### src/rtl/pipeline_mem_arbiter_if.sv
// Bundle of requester-side and memory-side signals for the pipeline memory arbiter.
// The slave view is what the arbiter sees; the master view is what drives it.
// The pipeline stages and the physical memory port share one bundle.
interface pipeline_mem_arbiter_if;
  logic        if_read;
  logic [15:0] if_addr;
  logic [15:0] if_rdata;
  logic        if_resp;
  logic        d_read;
  logic        d_write;
  logic [15:0] d_addr;
  logic [15:0] d_wdata;
  logic [1:0]  d_wmask;
  logic [15:0] d_rdata;
  logic        d_resp;
  logic        mem_read;
  logic        mem_write;
  logic [15:0] mem_address;
  logic [15:0] mem_wdata;
  logic [1:0]  mem_byte_enable;
  logic [15:0] mem_rdata;
  logic        mem_resp;
  logic        ld_regs;
  logic        busy;

  modport slave (
    input  if_read, if_addr, d_read, d_write, d_addr, d_wdata, d_wmask,
           mem_rdata, mem_resp,
    output if_rdata, if_resp, d_rdata, d_resp, mem_read, mem_write,
           mem_address, mem_wdata, mem_byte_enable, ld_regs, busy
  );

  modport master (
    output if_read, if_addr, d_read, d_write, d_addr, d_wdata, d_wmask,
           mem_rdata, mem_resp,
    input  if_rdata, if_resp, d_rdata, d_resp, mem_read, mem_write,
           mem_address, mem_wdata, mem_byte_enable, ld_regs, busy
  );
endinterface

### src/rtl/pipeline_mem_arbiter.sv
// Shares one memory port between the fetch and mem stages; data side has fixed priority.
// Latency: port strobes one cycle after the grant, resp pulse one cycle after mem_resp.
// Backpressure: requests are held off until the port completes; ld_regs advances the pipe.
module pipeline_mem_arbiter (
  input  logic                   clk,
  input  logic                   rst_n,
  pipeline_mem_arbiter_if.slave  bus
);

  typedef enum logic [1:0] {IDLE = 2'd0, FETCH = 2'd1, DATA = 2'd2} state_t;

  state_t      r_state, w_state;
  logic        r_fetch_done, w_fetch_done;
  logic        r_data_done, w_data_done;
  logic        r_mem_read, w_mem_read;
  logic        r_mem_write, w_mem_write;
  logic [15:0] r_mem_address, w_mem_address;
  logic [15:0] r_mem_wdata, w_mem_wdata;
  logic [1:0]  r_mem_be, w_mem_be;
  logic [15:0] r_if_rdata, w_if_rdata;
  logic        r_if_resp, w_if_resp;
  logic [15:0] r_d_rdata, w_d_rdata;
  logic        r_d_resp, w_d_resp;
  logic        r_ld_regs, w_ld_regs;
  logic        r_busy, w_busy;

  logic        w_dreq, w_freq;

  // A stage that has already been served this pipeline step must not re-request.
  assign w_dreq = (bus.d_read | bus.d_write) & ~r_data_done;
  assign w_freq = bus.if_read & ~r_fetch_done;

  // Next-state and next-output logic; every output is registered from here.
  always_comb begin
    w_state       = r_state;
    w_fetch_done  = r_fetch_done;
    w_data_done   = r_data_done;
    w_mem_read    = r_mem_read;
    w_mem_write   = r_mem_write;
    w_mem_address = r_mem_address;
    w_mem_wdata   = r_mem_wdata;
    w_mem_be      = r_mem_be;
    w_if_rdata    = r_if_rdata;
    w_if_resp     = 1'b0;
    w_d_rdata     = r_d_rdata;
    w_d_resp      = 1'b0;
    w_ld_regs     = 1'b0;
    unique case (r_state)
      IDLE: begin
        if (w_dreq) begin
          w_state       = DATA;
          w_mem_address = bus.d_addr;
          w_mem_wdata   = bus.d_wdata;
          w_mem_be      = bus.d_wmask;
          // Read and write together is treated as a write.
          w_mem_write   = bus.d_write;
          w_mem_read    = ~bus.d_write;
        end else if (w_freq) begin
          w_state       = FETCH;
          w_mem_address = bus.if_addr;
          w_mem_read    = 1'b1;
          w_mem_write   = 1'b0;
          w_mem_be      = 2'b11;
        end else begin
          // Nothing outstanding: advance the pipeline and re-arm both requesters.
          w_ld_regs    = 1'b1;
          w_fetch_done = 1'b0;
          w_data_done  = 1'b0;
        end
      end
      FETCH: begin
        if (bus.mem_resp) begin
          w_state      = IDLE;
          w_if_rdata   = bus.mem_rdata;
          w_if_resp    = 1'b1;
          w_fetch_done = 1'b1;
          w_mem_read   = 1'b0;
        end
      end
      DATA: begin
        if (bus.mem_resp) begin
          w_state     = IDLE;
          if (!r_mem_write) w_d_rdata = bus.mem_rdata;
          w_d_resp    = 1'b1;
          w_data_done = 1'b1;
          w_mem_read  = 1'b0;
          w_mem_write = 1'b0;
        end
      end
      default: w_state = IDLE;
    endcase
    w_busy = (w_state != IDLE);
  end

  // State and output registers; reset abandons any in-flight transaction.
  always_ff @(posedge clk or negedge rst_n) begin
    if (!rst_n) begin
      r_state       <= IDLE;
      r_fetch_done  <= 1'b0;
      r_data_done   <= 1'b0;
      r_mem_read    <= 1'b0;
      r_mem_write   <= 1'b0;
      r_mem_address <= 16'h0000;
      r_mem_wdata   <= 16'h0000;
      r_mem_be      <= 2'b11;
      r_if_rdata    <= 16'h0000;
      r_if_resp     <= 1'b0;
      r_d_rdata     <= 16'h0000;
      r_d_resp      <= 1'b0;
      r_ld_regs     <= 1'b0;
      r_busy        <= 1'b0;
    end else begin
      r_state       <= w_state;
      r_fetch_done  <= w_fetch_done;
      r_data_done   <= w_data_done;
      r_mem_read    <= w_mem_read;
      r_mem_write   <= w_mem_write;
      r_mem_address <= w_mem_address;
      r_mem_wdata   <= w_mem_wdata;
      r_mem_be      <= w_mem_be;
      r_if_rdata    <= w_if_rdata;
      r_if_resp     <= w_if_resp;
      r_d_rdata     <= w_d_rdata;
      r_d_resp      <= w_d_resp;
      r_ld_regs     <= w_ld_regs;
      r_busy        <= w_busy;
    end
  end

  assign bus.mem_read        = r_mem_read;
  assign bus.mem_write       = r_mem_write;
  assign bus.mem_address     = r_mem_address;
  assign bus.mem_wdata       = r_mem_wdata;
  assign bus.mem_byte_enable = r_mem_be;
  assign bus.if_rdata        = r_if_rdata;
  assign bus.if_resp         = r_if_resp;
  assign bus.d_rdata         = r_d_rdata;
  assign bus.d_resp          = r_d_resp;
  assign bus.ld_regs         = r_ld_regs;
  assign bus.busy            = r_busy;

endmodule

### src/flat_wrapper.sv
// flat-port wrapper written by rule: the top's interface ports become plain ports
module pipeline_mem_arbiter_flat 
  (clk, rst_n, bus_if_read, bus_if_addr, bus_d_read, bus_d_write, bus_d_addr, bus_d_wdata, bus_d_wmask, bus_mem_rdata, bus_mem_resp, bus_if_rdata, bus_if_resp, bus_d_rdata, bus_d_resp, bus_mem_read, bus_mem_write, bus_mem_address, bus_mem_wdata, bus_mem_byte_enable, bus_ld_regs, bus_busy);
  pipeline_mem_arbiter_if bus_i ();
  input  logic clk;
  input  logic rst_n;
  input wire logic [$bits(bus_i.if_read)-1:0] bus_if_read;
  input wire logic [$bits(bus_i.if_addr)-1:0] bus_if_addr;
  input wire logic [$bits(bus_i.d_read)-1:0] bus_d_read;
  input wire logic [$bits(bus_i.d_write)-1:0] bus_d_write;
  input wire logic [$bits(bus_i.d_addr)-1:0] bus_d_addr;
  input wire logic [$bits(bus_i.d_wdata)-1:0] bus_d_wdata;
  input wire logic [$bits(bus_i.d_wmask)-1:0] bus_d_wmask;
  input wire logic [$bits(bus_i.mem_rdata)-1:0] bus_mem_rdata;
  input wire logic [$bits(bus_i.mem_resp)-1:0] bus_mem_resp;
  output wire logic [$bits(bus_i.if_rdata)-1:0] bus_if_rdata;
  output wire logic [$bits(bus_i.if_resp)-1:0] bus_if_resp;
  output wire logic [$bits(bus_i.d_rdata)-1:0] bus_d_rdata;
  output wire logic [$bits(bus_i.d_resp)-1:0] bus_d_resp;
  output wire logic [$bits(bus_i.mem_read)-1:0] bus_mem_read;
  output wire logic [$bits(bus_i.mem_write)-1:0] bus_mem_write;
  output wire logic [$bits(bus_i.mem_address)-1:0] bus_mem_address;
  output wire logic [$bits(bus_i.mem_wdata)-1:0] bus_mem_wdata;
  output wire logic [$bits(bus_i.mem_byte_enable)-1:0] bus_mem_byte_enable;
  output wire logic [$bits(bus_i.ld_regs)-1:0] bus_ld_regs;
  output wire logic [$bits(bus_i.busy)-1:0] bus_busy;
  assign bus_i.if_read = bus_if_read;
  assign bus_i.if_addr = bus_if_addr;
  assign bus_i.d_read = bus_d_read;
  assign bus_i.d_write = bus_d_write;
  assign bus_i.d_addr = bus_d_addr;
  assign bus_i.d_wdata = bus_d_wdata;
  assign bus_i.d_wmask = bus_d_wmask;
  assign bus_i.mem_rdata = bus_mem_rdata;
  assign bus_i.mem_resp = bus_mem_resp;
  assign bus_if_rdata = bus_i.if_rdata;
  assign bus_if_resp = bus_i.if_resp;
  assign bus_d_rdata = bus_i.d_rdata;
  assign bus_d_resp = bus_i.d_resp;
  assign bus_mem_read = bus_i.mem_read;
  assign bus_mem_write = bus_i.mem_write;
  assign bus_mem_address = bus_i.mem_address;
  assign bus_mem_wdata = bus_i.mem_wdata;
  assign bus_mem_byte_enable = bus_i.mem_byte_enable;
  assign bus_ld_regs = bus_i.ld_regs;
  assign bus_busy = bus_i.busy;
  pipeline_mem_arbiter u_core (.clk(clk), .rst_n(rst_n), .bus(bus_i));
endmodule
### config.mk
export PLATFORM = sky130hd
export DESIGN_NAME = pipeline_mem_arbiter_flat
export DESIGN_NICKNAME = d
export VERILOG_FILES = /design/src/rtl/pipeline_mem_arbiter_if.sv /design/src/rtl/pipeline_mem_arbiter.sv /design/src/flat_wrapper.sv
export SDC_FILE = /design/constraint.sdc
export NUM_CORES = 1
export LEC_CHECK = 0
export CAP_MARGIN = 15
export CORE_MARGIN = 2
export CORE_UTILIZATION = 42
export DETAILED_ROUTE_END_ITERATION = 10
export PLACE_DENSITY = 0.81
export SLEW_MARGIN = 20
export SYNTH_ARGS = -nofsm -noshare
export SYNTH_HDL_FRONTEND = slang
export SYNTH_SLANG_ARGS = --single-unit
### constraint.sdc
create_clock -name clk -period 2.3 [get_ports clk]
set_clock_uncertainty 0.1 [all_clocks]
set_input_delay 0.46 -clock clk [delete_from_list [all_inputs] [get_ports clk]]
set_output_delay 0.46 -clock clk [all_outputs]
set_load 0.005 [all_outputs]
# ---- After elaboration in Yosys (flattened, before gate mapping)
# Index checks and enable logic that the tools add are counted.
dict set report op_classes {
  n_eq_ne 8
  mux 26
  bitwise 7
  reduce_logical 15
}
# cell count
set op_table {}
lappend op_table {{$mux 16} 2}
lappend op_table {{$mux 1} 14}
lappend op_table {{$mux 2} 5}
lappend op_table {{$reduce_bool 2->1} 5}
lappend op_table {{$reduce_and 3->1} 3}
lappend op_table {{$ne 2x2->1 const B} 4}
lappend op_table {{$pmux 1 s2} 4}
lappend op_table {{$reduce_and 4->1} 2}
lappend op_table {{$reduce_and 2->1} 3}
lappend op_table {{$not 1->1} 4}
lappend op_table {{$pmux 2 s2} 1}
lappend op_table {{$ne 3x1->1 const B} 1}
lappend op_table {{$and 1x1->1} 2}
lappend op_table {{$eq 2x1->1 const B} 1}
lappend op_table {{$eq 2x2->1 const B} 1}
lappend op_table {{$logic_not 2->1} 1}
lappend op_table {{$ne 2x1->1 const B} 1}
lappend op_table {{$reduce_or 2->1} 1}
lappend op_table {{$or 1x1->1} 1}
dict set report word_totals {
  ff_bits 76
  input_bits 72
  output_inout_bits 72
  word_cells 70
}

# ---- Longest topological paths before layout
# Gate-level depths: netlist of run 1.
dict set report logic_depth {
  ltp_word 6
  depth_mapped 7
  ltp_nobuf 5
}

# ---- Worst setup path before layout of run 1
# OpenSTA, ideal clock, no wires.
dict set report synth_timing {
  path_type {flip-flop to flip-flop}
  from {reg u_core.r_state[0]}
  to {reg u_core.r_mem_address[10], in the netlist u_core.bus.mem_address[10]}
  setup_ps 126
  arrival_time_ps 1519
  required_ps 2074
  path_slack_ps 555
  stages_incl_launch_ff 8
  path_buffers 2
  synth_period_minus_slack_ps 1745
  path_cell_list {dfrtp_1 inv_1 ha_1 buf_2 inv_1 nor3_4 buf_6 a221o_1}
}
dict set report synth_between {
  elab_chain_cells 2
}
# element line_no
set synth_lines {}
lappend synth_lines {{start: declaration} pipeline_mem_arbiter.sv:12} ;# state_t r_state, w_state;
lappend synth_lines {{start signal: assignment} pipeline_mem_arbiter.sv:113} ;# r_state <= w_state;
lappend synth_lines {{$logic_not 2->1} pipeline_mem_arbiter.sv:48} ;# unique case (r_state)
lappend synth_lines {{$reduce_and 2->1 (no line)} --}
lappend synth_lines {{end signal: assignment} pipeline_mem_arbiter.sv:118} ;# r_mem_address <= w_mem_address;
lappend synth_lines {{end: declaration} pipeline_mem_arbiter.sv:17} ;# logic [15:0] r_mem_address, w_mem_address;
# Every way passes these cells.
# A chain may end at the register's enable or synchronous reset.

# ---- Final worst setup path of run 1
dict set report layout_timing {
  from {reg u_core.r_mem_be[0], in the netlist u_core.bus.mem_byte_enable[0]}
  to {out bus_mem_byte_enable[0]}
}
# element line_no
set layout_rtl {}
lappend layout_rtl {{start: declaration} pipeline_mem_arbiter.sv:19} ;# logic [1:0] r_mem_be, w_mem_be;
lappend layout_rtl {{start signal: assignment} pipeline_mem_arbiter.sv:120} ;# r_mem_be <= w_mem_be;
lappend layout_rtl {{end: declaration} flat_wrapper.sv:24} ;# output wire logic [$bits(bus_i.mem_byte_enable)-1:0] bus_mem_byte_enable;
# No word-level cell between the ends.

==> impl_results.md, run 1 <==
- Result of the run: finished, final reports clean
- Data arrival at the endpoint of the critical path: 1380 ps
- Antenna diode count: 0
- Overall die width: 91.19 um
- WL met2: 4037 um
- Hold Path Depth: 2
- Cells on worst reg2reg path: 6
- Maximum clock insertion buffer count: 2
- Initial Util: 0.4379
- Number of buffers inserted by port buffering: 143
- Final HPWL DP: 5921 um
- Max-slew violation count: 0
- Detailed Routing Iterations Pass 1: 4
- Commonest non-fill, non-tap cells in the layout: 142 x clkdlybuf4s50_1, 74 x dfrtp_1, 47 x mux2_2
- First-pass GRT wire length: 12940 um
- Area of the placeable core: 7292 um^2
- Required time of the critical path: 1740 ps
- Die area: 8316 um^2
- Startpoint-to-endpoint class of the critical path: register to primary output
- Final weighted congestion of routability-driven global placement: 0.8417
- Area of all placed cells without fillers: 4970 um^2
- Height of the chip: 91.19 um
- Worst-path cell chain: clkdlybuf4s50_1
- Row cnt: 31
- Total wire length: 7948 um
- Startpoint class of the critical path: register
- Routed metal-1 wire length: 3275 um
- Gates resized, CTS repair: 0
- GRT Overall Usage: 0.1968
- Synthesized netlist net count: 299
- Clock transition at the registers of the reported paths: 70 ps
- Number of hold buffers added after cts: 1
- Register-to-Register Setup Slack: 400 ps
- Cell family contributing the most delay on the critical path: flip-flops
- Number of nets in the final layout: 452
- Crit path buffers/inverters: 1
- Synth cell types: 37
- Most common library cell in the layout ignoring fill and taps: clkdlybuf4s50_1
- Filler cells: 594
- Synth-to-Final Area Change: 55.64%
- Root buffer cell: clkbuf_8
- Maximum number of pins on one net before global-route repair: 40
- Worst-margin pin slew: 501.8 ps
- Shortest clock period the worst path allows after layout: 1943 ps
- Hold Path Sink: u_core.bus.mem_byte_enable[1]$_DFFE_PN1P_
- DR vias/cell: 5.035
- Total number of clock tree sinks: 76
- Sequential area share after synthesis: 0.5964
- Setup repair after global routing missed its margin: no
- Worst Setup End Kind: primary output
- Average size of a mapped cell: 14.32 um^2
- Io pins: 144
- Final number of setup-violating endpoints: 0
- Fmax: 514.8 MHz
- Start of the worst register-to-register path: u_core.r_state[0]$_DFF_PN0_
- Worst hold path startpoint: u_core.bus.mem_byte_enable[1]$_DFFE_PN1P_
- Number of global-route vias before repair: 2616
- Count of vias placed by the detailed router: 2417
- Final worst-path cycle share: 0.8446
- DRC viols: 0
- Routed length per instance: 16.56 um
- Total number of H-tree levels: 3
- Clock latency reported for the late side of the worst-skew pair: 340 ps
- Synthesized area: 3193 um^2
- DR WL met3: 494 um
- Max-cap check violation count: 0
- Antenna violations before repair: 0
- Setup bufs post-CTS: 0
- Critical-path maximum fanout: 2
- Maximum resistive drop on vdd: 0.5893 mV
- Relative slew margins: 0.6642
- Fraction of final layout cells with drive strength greater than 1: 0.2047
- Crit-path max cell delay: 530 ps
- Post-DRT Antenna Nets: 0
- Capture point of the worst reg-to-reg path: u_core.bus.mem_address[12]$_DFFE_PN0P_
- Placed Area: 4782 um^2
- GRT Residual Overflow: 0
- Number of DRC violations after detailed-routing iteration 0: 90
- Synth warn: 0
- Power density relative to cell area: 1279 nW/um^2
- Num CTS Buffers: 9
- Syn Inst Count: 223
- Max layer used: met4
- CTS tree: built
- Final Hold Vio Count: 0
- Slowest cell on the critical path: dfstp_2
- Sum of negative setup slack: 0 ps
- Path category of the worst min-delay check: register to register
- Register bit total from synthesis: 76
- Leak pwr: 2.161 nW
## cell families after synthesis
group                      Yosys count  synth area share
muxes                               48            0.1693
adders and majority gates            4           0.01567
AOI/OAI and AO/OA                   36            0.1011
DFF                                 76            0.5964
and+or+nand+nor                     38           0.07523
buffers and inverters               21           0.04232
## through the flow
step | util | cells | hold WS (ps) | setup slack (ps) | power [mW]
after floorplan | - | 223 | 64.41 | 554.5 | 3.754
after global placement | 0.6558 | 463 | 348.2 | 106.5 | 5.385
after detailed placement | 0.6558 | 463 | 357.5 | 53.84 | 5.493
after CTS | 0.6815 | 480 | 368.8 | 341.5 | 6.427
after global routing | 0.6815 | 480 | 400.0 | 309.2 | 6.769
final | 0.6815 | 480 | 368.1 | 357.3 | 6.356
## metal layers
metal	global-route usage	vias up
li1	-	1122
met1	0.2383	1194
met2	0.3340	91
met3	0.05311	10
met4	0.07702	0
met5	0	-
## report_power, final
part / total, mW / internal (mW) / switching [mW]
clock network: 0.913 / 0.423 / 0.490
logic: 3.08 / 2.01 / 1.07
registers: 2.36 / 2.00 / 0.361
total: 6.36 / 4.43 / 1.92
## final cells by class
type	instances	area, um^2	area share
Clock inverter	5	36.28	0.007301
Timing Repair Buffer	154	1577	0.3172
Inverter	9	33.78	0.006798
Tap cell	99	123.9	0.02492
Multi-Input combinational cell	126	1154	0.2321
Clock buffer	11	141.4	0.02845
Sequential cell	76	1904	0.3832
## registers in the layout (all words and copies together), names as in the netlist, 2 cells and up
name and flops:
u_core.bus.if_rdata 16, u_core.bus.mem_byte_enable 2, u_core.r_state 2, u_core.bus.mem_wdata 16
u_core.bus.mem_address 16, u_core.bus.d_rdata 16
## Yosys cell counts, drive strengths merged
master / count / area (um^2)
a211o: 1 / 8.760
a21o: 1 / 7.510
a21oi: 3 / 15.01
a221o: 17 / 170.2
a221oi: 1 / 8.760
a2bb2oi: 2 / 17.52
a311o: 1 / 10.01
a31oi: 2 / 12.51
and2: 1 / 6.260
and3: 16 / 100.1
and4: 1 / 8.760
buf: 10 / 93.84
clkbuf: 2 / 7.510
dfrtp: 74 / 1852
dfstp: 2 / 52.55
ha: 4 / 50.05
inv: 9 / 33.78
mux2: 48 / 540.5
nand2: 4 / 22.52
nand2b: 5 / 31.28
nand3: 1 / 5.000
nand3b: 2 / 15.01
nor2: 3 / 11.26
nor2b: 2 / 12.51
nor3: 2 / 21.27
nor4: 1 / 6.260
o21ai: 2 / 21.27
o21ba: 1 / 10.01
o21bai: 1 / 7.510
o31a: 2 / 17.52
o31ai: 1 / 7.510
o41ai: 1 / 8.760
## worst max path at each step
| stage | from | endpoint | slack (ps) | cells after the start |
|---|---|---|---|---|
| 2_1_floorplan | u_core.r_state[0]$_DFF_PN0_ | u_core.bus.mem_address[10]$_DFFE_PN0P_ | 550 | 7 |
| 3_3_place_gp | bus_d_write | u_core.bus.mem_write$_DFFE_PN0P_ | 110 | 5 |
| 3_5_place_dp | bus_d_write | u_core.bus.mem_write$_DFFE_PN0P_ | 50 | 5 |
| 4_1_cts | u_core.bus.mem_byte_enable[0]$_DFFE_PN1P_ | bus_mem_byte_enable[0] | 340 | 1 |
| 5_1_grt | u_core.bus.mem_byte_enable[1]$_DFFE_PN1P_ | bus_mem_byte_enable[1] | 310 | 1 |
| 6_report | u_core.bus.mem_byte_enable[0]$_DFFE_PN1P_ | bus_mem_byte_enable[0] | 360 | 1 |
Note: power is estimated with default switching activity, not from simulation.
==> run 2: changes to the inputs <==
clock period = 1.9 ns   (was 2.3 ns; I/O delays follow)
==> run 2 against run 1 <==
Against the previous run:
- worst setup slack got worse by 310 ps
- register-to-register slack lost 320 ps
- clock power increased by 39%
- wire length grew 0.84%
- non-clock buffer count up 8
- global-route usage decreased by 0.35 points
- core utilization is 1.3 points higher
- total power increased by 25%
- sequential cell count unchanged
- critical path type unchanged
- critical endpoint is now bus_mem_byte_enable[1]
==> impl_results.md, run 2 (same netlist as run 1, synthesis figures left out) <==
- Result of the run: finished, final reports clean
- Die area: 8316 um^2
- Startpoint class of the critical path: register
- Clock latency reported for the late side of the worst-skew pair: 330 ps
- Final Hold Vio Count: 0
- Relative contribution of sequential cells to total power: 0.359
- Synth-to-Final Area Change: 58.58%
- Switching Fraction: 0.2943
- Total number of H-tree levels: 3
- Cell family contributing the most delay on the critical path: flip-flops
- Number of global-route vias before repair: 2561
- Leak pwr: 2.223 nW
- Number of DRC violations after detailed-routing iteration 0: 91
- Commonest non-fill, non-tap cells in the layout: 142 x clkdlybuf4s50_1, 74 x dfrtp_1, 47 x mux2_2
- Max-cap check violation count: 0
- Pre-CTS setup slack: -206.7 ps
- Routed length per instance: 16.42 um
- Fmax: 539.2 MHz
- Worst-margin pin slew: 483.1 ps
- Required time of the critical path: 1420 ps
- Most common library cell in the layout ignoring fill and taps: clkdlybuf4s50_1
- DRC viols: 0
- Number of nets in the final layout: 460
- Total wire length: 8015 um
- Total number of clock tree sinks: 76
- Max-slew violation count: 0
- Final number of setup-violating endpoints: 0
- Clock transition at the registers of the reported paths: 90 ps
- Cell Count Post-Placement: 471
- Startpoint-to-endpoint class of the critical path: register to primary output
- Height of the chip: 91.19 um
- Overall die width: 91.19 um
- Relative slew margins: 0.6767
- Maximum number of pins on one net before global-route repair: 39
- Combinational power share: 0.482
- Crit-path max cell delay: 540 ps
- Fraction of power consumed by the clock network: 0.160
- Setup repair after global routing missed its margin: no
- Row cnt: 31
- Num CTS Buffers: 9
- Shortest clock period the worst path allows after layout: 1855 ps
- Antenna diode count: 0
- Power density relative to cell area: 1572 nW/um^2
- Final Worst Setup Slack: 45.41 ps
- Critical Path Source: u_core.bus.mem_byte_enable[1]$_DFFE_PN1P_
- GRT Residual Overflow: 0
- Critical-path maximum fanout: 2
- Post-DRT Antenna Nets: 0
- Final HPWL DP: 5882 um
- Detailed Routing Iterations Pass 1: 4
- DR vias/cell: 5.100
- Gates resized, CTS repair: 0
- Io pins: 144
- GRT Overall Usage: 0.1933
- Post-Layout Cell Count: 488
- Sum of negative setup slack: 0 ps
- Count of vias placed by the detailed router: 2489
- Data arrival at the endpoint of the critical path: 1370 ps
- Final weighted congestion of routability-driven global placement: 0.8032
- Worst-path cell chain: clkdlybuf4s50_1
- Final worst-path cycle share: 0.9761
- Cell-internal power: 5.619 mW
- Root buffer cell: clkbuf_8
- Initial Util: 0.4379
- Register-to-Register Setup Slack: 80 ps
- Worst Setup End Kind: primary output
- Antenna violations before repair: 0
- Slowest cell on the critical path: dfstp_2
- Number of buffers inserted by port buffering: 143
- First-pass GRT wire length: 12830 um
- Start of the worst register-to-register path: u_core.r_state[1]$_DFF_PN0_
- Maximum clock insertion buffer count: 2
- Area of the placeable core: 7292 um^2
- CTS tree: built
- Fraction of final layout cells with drive strength greater than 1: 0.2237
- Crit path buffers/inverters: 1
- Power spent charging and discharging nets: 2.344 mW
- Maximum resistive drop on vdd: 0.7149 mV
- Path category of the worst min-delay check: input port to asynchronous set/reset pin
==> run 2: cell types whose count changed in the layout (fill, tap and decap cells not counted), sizes merged <==
cell and change:
buf +8, clkinv +2, clkinvlp -2, bufinv +1
inv -1
==> run 2: metal layers <==
metal  track usage  vias to the layer above  wire length, um  share of wire
li1              -                     1142                -              -
met1        0.2554                     1252             3358           0.42
met2        0.3222                       87             4123           0.51
met3       0.03734                        8              443          0.055
met4       0.06061                        0               91          0.011
met5             0                        -                0              0
==> run 2: what timing repair did <==
item	in CTS	in global routing
setup buffers	0	0
hold buffers	1	0
endpoints found under the hold margin	11	0
==> run 2: metrics by stage <==
step                        util  hold slack [ps]  cell area [um^2]  power, mW
after floorplan                -           -15.59              3193      4.545
after global placement    0.6640            153.7              4842      6.617
after detailed placement  0.6640            152.9              4842      6.738
after CTS                 0.6944            332.2              5064      8.051
after global routing      0.6944            355.4              5064      8.438
final                     0.6944            333.1              5064      7.962
==> run 2: worst paths after layout <==
kind | depth (start not counted) | to
min in group clk | 2 | u_core.bus.mem_byte_enable[0]$_DFFE_PN1P_
max in group asynchronous | 3 | u_core.bus.mem_address[11]$_DFFE_PN0P_
worst min-delay path | 2 | u_core.bus.mem_address[2]$_DFFE_PN0P_
worst max register to register | 5 | u_core.bus.d_rdata[4]$_DFFE_PN0P_
worst min register to register | 2 | u_core.bus.mem_byte_enable[0]$_DFFE_PN1P_
worst max-delay path | 1 | bus_mem_byte_enable[1]
==> run 2: cell type report <==
cell class | count | area (um^2)
tap | 99 | 123.9
sequential | 76 | 1904
multi-input combinational | 126 | 1154
clock buffer | 11 | 151.4
timing repair buffer | 162 | 1637
clock inverter | 5 | 60.06
inverter | 9 | 33.78
fill | 556 | 2228
==> run 2: power by group through the flow <==
stage	combinational, mW	sequential, mW	clock (mW)
after floorplan	1.64	2.90	0
after global placement	3.78	2.84	0
after detailed placement	3.87	2.87	0
after CTS	3.88	2.86	1.31
after global routing	4.11	2.95	1.38
final	3.83	2.86	1.27
